## src/rtl/jedro_1_sig_pkg.sv

```systemverilog
// jedro_1_sig_pkg: shared types for the signature monitor.
// Holds the FSM state enum and the reserved-cell offsets.
package jedro_1_sig_pkg;

  typedef enum logic [2:0] {
    S_RUN,
    S_REQ,
    S_RSP,
    S_EMIT,
    S_DONE
  } sig_state_e;

  localparam int unsigned CELL_START = 1;
  localparam int unsigned CELL_END   = 2;
  localparam int unsigned CELL_HALT  = 3;

endpackage

```

## src/rtl/jedro_1_sig_monitor.sv

```systemverilog
// jedro_1_sig_monitor: snoops the signature range and halt, then streams words.
// Optional run-cycle watchdog: JEDRO_1_SIG_MONITOR_TIMEOUT_EN.
module jedro_1_sig_monitor
  import jedro_1_sig_pkg::*;
#(
  parameter int unsigned DATA_WIDTH     = 32,
  parameter int unsigned ADDR_WIDTH     = 32,
  parameter int unsigned MEM_SIZE_WORDS = 1 << 19,
  parameter int unsigned TIMEOUT        = 1000000
) (
  input  logic                    clk_i,
  input  logic                    rstn_i,
  input  logic [ADDR_WIDTH-1:0]   snp_req_addr_i,
  input  logic [DATA_WIDTH-1:0]   snp_req_data_i,
  input  logic [DATA_WIDTH/8-1:0] snp_req_strobe_i,
  input  logic                    snp_req_write_i,
  input  logic                    snp_req_valid_i,
  input  logic                    snp_req_ready_i,
  output logic [ADDR_WIDTH-1:0]   rd_req_addr_o,
  output logic                    rd_req_valid_o,
  input  logic                    rd_req_ready_i,
  input  logic [DATA_WIDTH-1:0]   rd_rsp_data_i,
  input  logic                    rd_rsp_valid_i,
  output logic                    rd_rsp_ready_o,
  output logic [DATA_WIDTH-1:0]   sig_data_o,
  output logic                    sig_valid_o,
  output logic                    sig_last_o,
  input  logic                    sig_ready_i,
  output logic                    busy_o,
  output logic                    done_o,
  output logic                    timeout_o
);

  localparam int unsigned BW  = DATA_WIDTH / 8;
  localparam int unsigned OFF = (BW > 1) ? $clog2(BW) : 0;

  localparam logic [ADDR_WIDTH-1:0] IDX_START =
    ADDR_WIDTH'(MEM_SIZE_WORDS - CELL_START);
  localparam logic [ADDR_WIDTH-1:0] IDX_END =
    ADDR_WIDTH'(MEM_SIZE_WORDS - CELL_END);
  localparam logic [ADDR_WIDTH-1:0] IDX_HALT =
    ADDR_WIDTH'(MEM_SIZE_WORDS - CELL_HALT);

  localparam logic [ADDR_WIDTH-1:0] STEP  = ADDR_WIDTH'(BW);
  localparam logic [ADDR_WIDTH-1:0] ALIGN = ~(STEP - ADDR_WIDTH'(1));

  sig_state_e state_q;

  logic [DATA_WIDTH-1:0] start_q;
  logic [DATA_WIDTH-1:0] end_q;
  logic [DATA_WIDTH-1:0] start_d;
  logic [DATA_WIDTH-1:0] end_d;
  logic [DATA_WIDTH-1:0] data_q;
  logic [ADDR_WIDTH-1:0] ptr_q;
  logic [ADDR_WIDTH-1:0] widx;
  logic [ADDR_WIDTH-1:0] start_a;
  logic [ADDR_WIDTH-1:0] end_a;

  logic fire;
  logic in_run;
  logic hit_start;
  logic hit_end;
  logic halt_go;
  logic last;
  logic expire;

  assign fire = snp_req_valid_i & snp_req_ready_i
              & snp_req_write_i;
  assign widx = snp_req_addr_i >> OFF;

  // Range cells only accept writes while waiting for halt.
  assign in_run    = (state_q == S_RUN);
  assign hit_start = fire & in_run & (widx == IDX_START);
  assign hit_end   = fire & in_run & (widx == IDX_END);
  assign halt_go   = fire & in_run & (widx == IDX_HALT)
                   & (&snp_req_strobe_i)
                   & (snp_req_data_i == DATA_WIDTH'(1));

  assign start_a = ADDR_WIDTH'(start_q);
  assign end_a   = ADDR_WIDTH'(end_q);
  assign last    = (ptr_q >= end_a);

  // Byte-lane merge of snooped writes into the range registers.
  always_comb begin
    start_d = start_q;
    end_d   = end_q;
    for (int i = 0; i < int'(BW); i++) begin
      if (hit_start && snp_req_strobe_i[i])
        start_d[8*i +: 8] = snp_req_data_i[8*i +: 8];
      if (hit_end && snp_req_strobe_i[i])
        end_d[8*i +: 8] = snp_req_data_i[8*i +: 8];
    end
  end

  // Range registers capture the merged bytes.
  always_ff @(posedge clk_i or negedge rstn_i) begin
    if (!rstn_i) begin
      start_q <= '0;
      end_q   <= '0;
    end else begin
      start_q <= start_d;
      end_q   <= end_d;
    end
  end

`ifdef JEDRO_1_SIG_MONITOR_TIMEOUT_EN
  localparam logic [31:0] CNT_LAST = 32'(TIMEOUT - 1);

  logic [31:0] cnt_q;
  logic        to_q;

  assign expire    = (cnt_q == CNT_LAST);
  assign timeout_o = to_q;

  // Run-cycle counter; a halt in the expiry cycle still wins.
  always_ff @(posedge clk_i or negedge rstn_i) begin
    if (!rstn_i) begin
      cnt_q <= '0;
      to_q  <= 1'b0;
    end else if (in_run) begin
      if (!expire)
        cnt_q <= cnt_q + 32'd1;
      if (expire && !halt_go)
        to_q <= 1'b1;
    end
  end
`else
  assign expire    = 1'b0;
  assign timeout_o = 1'b0;

  // The limit only matters with the watchdog compiled in.
  if (TIMEOUT == 0) begin : g_no_limit
  end
`endif

  // Main sequencer: wait for halt, then read and emit one word at a time.
  always_ff @(posedge clk_i or negedge rstn_i) begin
    if (!rstn_i) begin
      state_q <= S_RUN;
      ptr_q   <= '0;
      data_q  <= '0;
    end else begin
      unique case (state_q)
        S_RUN: begin
          if (halt_go) begin
            ptr_q   <= start_a & ALIGN;
            state_q <= (start_a >= end_a) ? S_DONE : S_REQ;
          end else if (expire) begin
            state_q <= S_DONE;
          end
        end
        S_REQ: begin
          if (rd_req_ready_i)
            state_q <= S_RSP;
        end
        S_RSP: begin
          if (rd_rsp_valid_i) begin
            data_q  <= rd_rsp_data_i;
            ptr_q   <= ptr_q + STEP;
            state_q <= S_EMIT;
          end
        end
        S_EMIT: begin
          if (sig_ready_i)
            state_q <= last ? S_DONE : S_REQ;
        end
        S_DONE: begin
          state_q <= S_DONE;
        end
        default: begin
          state_q <= S_RUN;
        end
      endcase
    end
  end

  assign rd_req_valid_o = (state_q == S_REQ);
  assign rd_req_addr_o  = ptr_q;
  assign rd_rsp_ready_o = (state_q == S_RSP);
  assign sig_valid_o    = (state_q == S_EMIT);
  assign sig_last_o     = (state_q == S_EMIT) & last;
  assign sig_data_o     = data_q;
  assign done_o         = (state_q == S_DONE);
  assign busy_o         = (state_q == S_REQ)
                        | (state_q == S_RSP)
                        | (state_q == S_EMIT);

endmodule

```

## config.mk

```make
export PLATFORM = sky130hd
export DESIGN_NAME = jedro_1_sig_monitor
export DESIGN_NICKNAME = d
export VERILOG_FILES = /design/src/rtl/jedro_1_sig_pkg.sv /design/src/rtl/jedro_1_sig_monitor.sv
export SDC_FILE = /design/constraint.sdc
export NUM_CORES = 1
export LEC_CHECK = 0
export ABC_AREA = 1
export CAP_MARGIN = 20
export CORE_MARGIN = 10
export CORE_UTILIZATION = 55
export DETAILED_ROUTE_END_ITERATION = 10
export GPL_ROUTABILITY_DRIVEN = 0
export HOLD_SLACK_MARGIN = 0.1
export PLACE_DENSITY = 0.95
export SETUP_SLACK_MARGIN = 0.15
export SLEW_MARGIN = 0
export SYNTH_ARGS = -nofsm -noshare
export SYNTH_HDL_FRONTEND = slang
export SYNTH_SLANG_ARGS = --single-unit
```

## constraint.sdc

```tcl
create_clock -name clk_i -period 3.6 [get_ports clk_i]
set_input_delay 0.54 -clock clk_i [delete_from_list [all_inputs] [get_ports clk_i]]
set_output_delay 0.54 -clock clk_i [all_outputs]
set_load 0.005 [all_outputs]
```

; Yosys cells after proc, flatten, opt, wreduce, memory -nomap -nowiden
; Index checks and enable logic that the tools add are counted.
[word_totals]
regBits = 131
output_inout_bits = 71
[classes]
addsub = 1
magnitude_cmp = 2
eq_ne = 12
n_mux = 10
n_bitwise = 11
reduce_logical = 14
[ops]
columns = operator, count
row1 = equality test 30 x 19 -> 1 bit (second input constant), 3
row2 = >= comparator 32 bit, 2
row3 = 2-to-1 mux 32 bit, 2
row4 = case mux 32 bit (2 select lines), 1
row5 = adder 32 x 3 -> 32 bit (second input constant), 1
row6 = equality test 32 x 1 -> 1 bit (second input constant), 1
row7 = 2-to-1 mux 3 bit, 6
row8 = case mux 3 bit (5 select lines), 1
row9 = bitwise AND 1 bit, 9
row10 = logical AND 1 bit, 8
row11 = AND reduction 4 bit, 2
row12 = equality test 3 x 2 -> 1 bit (second input constant), 2
row13 = inequality test 2 x 1 -> 1 bit (second input constant), 3
row14 = equality test 3 x 1 -> 1 bit (second input constant), 1
row15 = equality test 3 bit (second input constant), 1
row16 = logical NOT 3 bit, 1
row17 = AND reduction 3 bit, 1
row18 = inequality test 2 bit (second input constant), 1
row19 = bitwise OR 1 bit, 2
row20 = AND reduction 2 bit, 1
row21 = nonzero test 2 bit, 1

; Longest topological paths before layout
; Gate-level depths: netlist (run 1).
[depth]
word_depth = 8
mapped_depth = 17
ltp_nobuf = 17

; Worst setup path after synthesis (run 1)
; Ideal clock, no wire load.
[synth_timing]
path_type = register -> output
start = register ptr_q[31] (netlist: rd_req_addr_o[31])
end = output sig_last_o
arrival_ns = 1.361
t_required_ns = 3.060
slack_ns = 1.699
stages_incl_launch_ff = 9
path_buffers = 0
path_cell_list = dfrtp_1 -> ha_1 -> nand2_1 -> nor2_1 -> and2_1 -> nand2_1 -> nor2_1 -> nand2_1 -> a21oi_1
[synth_between]
elab_chain_len = 2
[synth_lines]
columns = element, line_no
row1 = start: declaration, jedro_1_sig_monitor.sv:54  ; logic [ADDR_WIDTH-1:0] ptr_q;
row2 = start signal: assignment, jedro_1_sig_monitor.sv:146  ; ptr_q <= start_a & ALIGN;
row3 = start signal: assignment, jedro_1_sig_monitor.sv:159  ; ptr_q <= ptr_q + STEP;
row4 = >= comparator 32 bit, jedro_1_sig_monitor.sv:81  ; assign last = (ptr_q >= end_a);
row5 = bitwise AND 1 bit, jedro_1_sig_monitor.sv:181  ; assign sig_last_o = (state_q == S_EMIT) & last;
row6 = end: declaration, jedro_1_sig_monitor.sv:27  ; output logic sig_last_o,
; Every way passes these cells.

; Worst setup path after layout (run 1)
[layout_timing]
start = register ptr_q[15] (netlist: rd_req_addr_o[15])
end = output sig_last_o
; Same word-level chain as after synthesis.

==> impl_metrics.sql, run 1 <==
INSERT INTO impl_metrics (metric_group, metric, value, unit) VALUES
('sta', 'final.setup.tns', '0', 'ps'),
('logic_synthesis', 'yosys_warnings', '0', ''),
('clock_network', 'cts_buffer_depth', '2', ''),
('setup_path', 'cp.arrival', '2610', 'ps'),
('power', 'power_density', '558', 'nW/um^2'),
('drt', 'drt_iter0_markers', '626', ''),
('sta', 'final-setup-viol-count', '0', ''),
('drt', 'wl_per_cell', '17.7', 'microns'),
('floorplan', 'site_rows', '43', ''),
('drt', 'drt_pre_antenna_iters', '5', ''),
('global_route', 'grt_overflow', '0', ''),
('cells_and_area', 'synthToLayoutAreaGrowth', '30.6', '%'),
('logic_synthesis', 'sequential_fraction_of_the_synthesis_area', '40.5', '%'),
('place', 'hpwlAfterDp', '17.9', 'mm'),
('place', 'pre_cts_ws', '767', 'ps'),
('sta', 'f_max', '318', 'MHz'),
('cells_and_area', 'final_antenna_diode_count', '0', ''),
('power', 'cell_internal_pwr', '3930', 'uW'),
('floorplan', 'die_w', '140', 'microns'),
('cells_and_area', 'fin_nets', '1319', ''),
('power', 'power.static_leakage', '0.00488', 'uW'),
('logic_synthesis', 'syn_avg_cell_area', '8.19', 'sq um'),
('global_route', 'total_routing_resource_utilization_after_global_routing', '23.8', '%'),
('clock_network', 'clock_insertion_delay_worst_skew', '430', 'ps'),
('setup_path', 'critical_path_class', 'flip-flop to primary output', ''),
('min_path', 'worstHoldPathType', 'input port to asynchronous set/reset pin', ''),
('power', 'p_total', '5810', 'uW'),
('place', 'io_buffer_count', '173', ''),
('power', 'switching_power', '1880', 'uW'),
('drt', 'post_drt_via_cell_ratio', '5.57', ''),
('setup_path', 'worstPathRequired', '3060', 'ps'),
('clock_network', 'post_cts_buffers', '0', ''),
('power', 'switch_share', '32.4', '%'),
('setup_path', 'setup.worst_path.end_class', 'primary output', ''),
('setup_path', 'crit-reg2reg-launch', 'state_q[0]', ''),
('clock_network', 'ctsHoldBuffers', '0', ''),
('sta', 'timing.final.max_slew_violations', '0', ''),
('sta', 'max_slew_margin', '56.0', '%'),
('sta', 'fin_crit_sh', '87.4', '%'),
('drt', 'drc', '0', ''),
('sta', 'least_margin_pin_slew', '660', 'ps'),
('drt', 'dr_total_vias', '7468', ''),
('logic_synthesis', 'synthesis.area', '7970', 'sq um'),
('logic_synthesis', 'syn_inst', '973', ''),
('cells_and_area', 'final_layout_size_suffix_gt1_share', '10.5', '%'),
('outcome', 'run_status', 'finished, final reports clean', ''),
('setup_path', 'cp-start-kind', 'flip-flop', ''),
('power', 'power.share.combinational', '31.9', '%'),
('floorplan', 'start_util', '56.8', '%'),
('power', 'peakVddDrop', '0.468', 'mV'),
('logic_synthesis', 'postSynthRegisterBits', '129', ''),
('sta', 'setup_skew', '9.52', 'ps'),
('power', 'sequentialPowerShare', '36.0', '%'),
('cells_and_area', 'layout.cells.most_common', 'sky130_fd_sc_hd__nand2_1', ''),
('setup_path', 'startpoint_of_the_most_critical_setup_path', 'rd_req_addr_o[15]', ''),
('sta', 'min_period', '3150', 'ps'),
('global_route', 'pin_count_of_the_biggest_net_entering_global_routing', '51', ''),
('clock_network', 'cts_tree', 'yes', ''),
('clock_network', 'numCtsBuffers', '17', ''),
('sta', 'final.hold.worst_slack', '138', 'ps'),
('clock_network', 'htree_levels', '4', ''),
('clock_network', 'clock_sink_count', '129', ''),
('clock_network', 'cts.root.buffer_cell', 'sky130_fd_sc_hd__clkbuf_16', ''),
('floorplan', 'die_area', '19700', 'sq um'),
('clock_network', 'cts.reportedPaths.clkPinSlew', '60', 'ps'),
('place', 'placed_cells_incl_taps', '1309', ''),
('sta', 'grt_setup_unrepaired', 'no', ''),
('floorplan', 'io_pins', '179', ''),
('global_route', 'grt_antenna_before_repair', '0', ''),
('sta', 'report.final.hold_viol_count', '0', ''),
('floorplan', 'core-area', '14000', 'sq um'),
('power', 'clockPowerShare', '32.0', '%'),
('logic_synthesis', 'yosys.cell_types.count', '42', ''),
('global_route', 'grt_pass1_vias', '7409', ''),
('clock_network', 'cts_resized', '0', ''),
('floorplan', 'die-height', '140', 'microns'),
('flow_run', 'timing.max_cap.violations', '0', ''),
('sta', 'setup_slack', '452', 'ps'),
('cells_and_area', 'mostFrequentLayoutCells', 'sky130_fd_sc_hd__nand2_1, sky130_fd_sc_hd__clkdlybuf4s50_1, sky130_fd_sc_hd__dfrtp_1', ''),
('global_route', 'wire_length_of_the_first_global_routing_pass', '38.0', 'mm'),
('setup_path', 'cp_max_fo', '6', ''),
('drt', 'wirelength', '23.7', 'mm'),
('cells_and_area', 'final-instance-count-excl-fill', '1341', ''),
('drt', 'drt.antenna.violating_nets', '0', '');
## cells in the mapped netlist
master | n | share of area, %
sky130_fd_sc_hd__and2_2 | 2 | 0.19
sky130_fd_sc_hd__nor4_2 | 1 | 0.16
sky130_fd_sc_hd__o211ai_1 | 8 | 0.75
sky130_fd_sc_hd__inv_1 | 121 | 5.7
sky130_fd_sc_hd__o21ai_1 | 42 | 2.6
sky130_fd_sc_hd__nand3_2 | 9 | 1.1
sky130_fd_sc_hd__nand3_1 | 29 | 1.8
sky130_fd_sc_hd__nand2_1 | 245 | 12
sky130_fd_sc_hd__a21oi_1 | 32 | 2.0
sky130_fd_sc_hd__nor3_4 | 1 | 0.20
sky130_fd_sc_hd__buf_2 | 5 | 0.31
sky130_fd_sc_hd__and2_1 | 1 | 0.079
sky130_fd_sc_hd__ha_1 | 63 | 9.9
sky130_fd_sc_hd__or2_1 | 2 | 0.16
sky130_fd_sc_hd__a31oi_1 | 9 | 0.71
sky130_fd_sc_hd__buf_4 | 4 | 0.38
sky130_fd_sc_hd__nand4_1 | 20 | 1.6
sky130_fd_sc_hd__mux2_1 | 4 | 0.57
sky130_fd_sc_hd__o22ai_1 | 6 | 0.47
sky130_fd_sc_hd__xor2_1 | 9 | 0.99
sky130_fd_sc_hd__nor3_1 | 15 | 0.94
sky130_fd_sc_hd__buf_6 | 11 | 1.6
sky130_fd_sc_hd__mux2_2 | 28 | 4.0
sky130_fd_sc_hd__or2_2 | 3 | 0.24
sky130_fd_sc_hd__nand2_4 | 1 | 0.14
sky130_fd_sc_hd__dfrtp_1 | 129 | 40
sky130_fd_sc_hd__o21a_1 | 1 | 0.094
sky130_fd_sc_hd__inv_2 | 3 | 0.14
sky130_fd_sc_hd__nor2_2 | 1 | 0.079
sky130_fd_sc_hd__a31o_1 | 1 | 0.11
sky130_fd_sc_hd__nor2_1 | 88 | 4.1
sky130_fd_sc_hd__nand2_2 | 2 | 0.16
sky130_fd_sc_hd__xnor2_1 | 3 | 0.33
sky130_fd_sc_hd__conb_1 | 1 | 0.047
sky130_fd_sc_hd__nand3b_1 | 4 | 0.38
sky130_fd_sc_hd__nor3_2 | 1 | 0.13
sky130_fd_sc_hd__nor4_1 | 1 | 0.079
sky130_fd_sc_hd__o21ai_0 | 28 | 1.8
sky130_fd_sc_hd__o21ai_2 | 29 | 3.2
sky130_fd_sc_hd__a21o_1 | 3 | 0.28
sky130_fd_sc_hd__nor2_4 | 2 | 0.28
sky130_fd_sc_hd__clkbuf_1 | 5 | 0.24
## final cells by class
| cell class | instances | area [sq um] |
|---|---|---|
| Multi-Input combinational cell | 697 | 4090 |
| Fill cell | 937 | 3630 |
| Sequential cell | 129 | 3230 |
| Timing Repair Buffer | 179 | 1770 |
| Inverter | 124 | 465 |
| Clock buffer | 17 | 425 |
| Tap cell | 180 | 225 |
| Clock inverter | 15 | 206 |
## per-layer routing
metal  wire length, microns  global-route usage [%]  vias up
met2                  11800                    40.6      377
met3                   2540                    9.57       57
met4                    729                    9.73        0
li1                       -                       -     3553
met1                   8650                    25.7     3481
met5                      0                       0        -
## metrics by stage
stage	instance area, sq um	util [%]
2_1_floorplan	7980	-
6_report	10400	74.2
3_5_place_dp	9780	69.7
3_3_place_gp	9780	69.7
4_1_cts	10400	74.2
5_1_grt	10400	74.2
## worst max-delay path: stages, from the launching register on
cell                              delay [ps]
sky130_fd_sc_hd__dfrtp_1                 440
sky130_fd_sc_hd__ha_1                    330
sky130_fd_sc_hd__nand2_1                  70
sky130_fd_sc_hd__nor2_1                  160
sky130_fd_sc_hd__nand2_1                  70
sky130_fd_sc_hd__nor2_1                   80
sky130_fd_sc_hd__nand2_1                  60
sky130_fd_sc_hd__nand2_1                 130
sky130_fd_sc_hd__nand2_1                 130
sky130_fd_sc_hd__a21oi_1                 160
sky130_fd_sc_hd__clkdlybuf4s50_1         540
## flip-flops by register name, indices dropped and copies added, names as in the netlist
name	flops
rd_req_addr_o	30
end_a	32
start_a	32
state_q	3
sig_data_o	32
## logic make-up (layout without fill, tap and decap cells)
| kind of cell | Yosys count | in the layout | share of synthesized area [%] |
|---|---|---|---|
| other | 1 | 3 | 0.0470 |
| AND/OR/NAND/NOR | 428 | 428 | 23.4 |
| XOR/XNOR | 12 | 12 | 1.32 |
| adder cells (fa/ha/maj) | 63 | 63 | 9.89 |
| buffers and inverters | 149 | 335 | 8.32 |
| flip-flops | 129 | 129 | 40.5 |
| multiplexers | 32 | 32 | 4.52 |
| AO/OA/AOI/OAI | 159 | 159 | 12.0 |
## power groups by stage
stage	Combinational [uW]	Sequential, uW	Clock [uW]
after floorplan	812	2040	0
after global placement	1740	2080	0
after detailed placement	1810	2100	0
after CTS	1870	2080	1870
after global routing	2060	2130	1930
final	1860	2090	1860
## worst paths after layout
check / slack [ps] / depth (start not counted) / end
worst max-delay path: 450 / 10 / sig_last_o
worst min-delay path: 140 / 1 / end_a[23]
worst max register to register: 1320 / 10 / rd_req_addr_o[31]
worst min register to register: 490 / 2 / end_a[8]
max in group asynchronous: 2580 / 2 / rd_req_addr_o[25]
min in group clk_i: 490 / 2 / end_a[8]
Note: power is estimated with default switching activity, not from simulation.
==> run 2, diff against run 1 <==
--- a/config.mk
+++ b/config.mk
@@ -14,6 +14,7 @@
 export HOLD_SLACK_MARGIN = 0.1
 export PLACE_DENSITY = 0.95
 export SETUP_SLACK_MARGIN = 0.15
+export SKIP_LAST_GASP = 1
 export SLEW_MARGIN = 0
 export SYNTH_ARGS = -nofsm -noshare
 export SYNTH_HDL_FRONTEND = slang
==> results of run 2 <==
No change in the layout: final DEF, timing and power equal those of run 1.
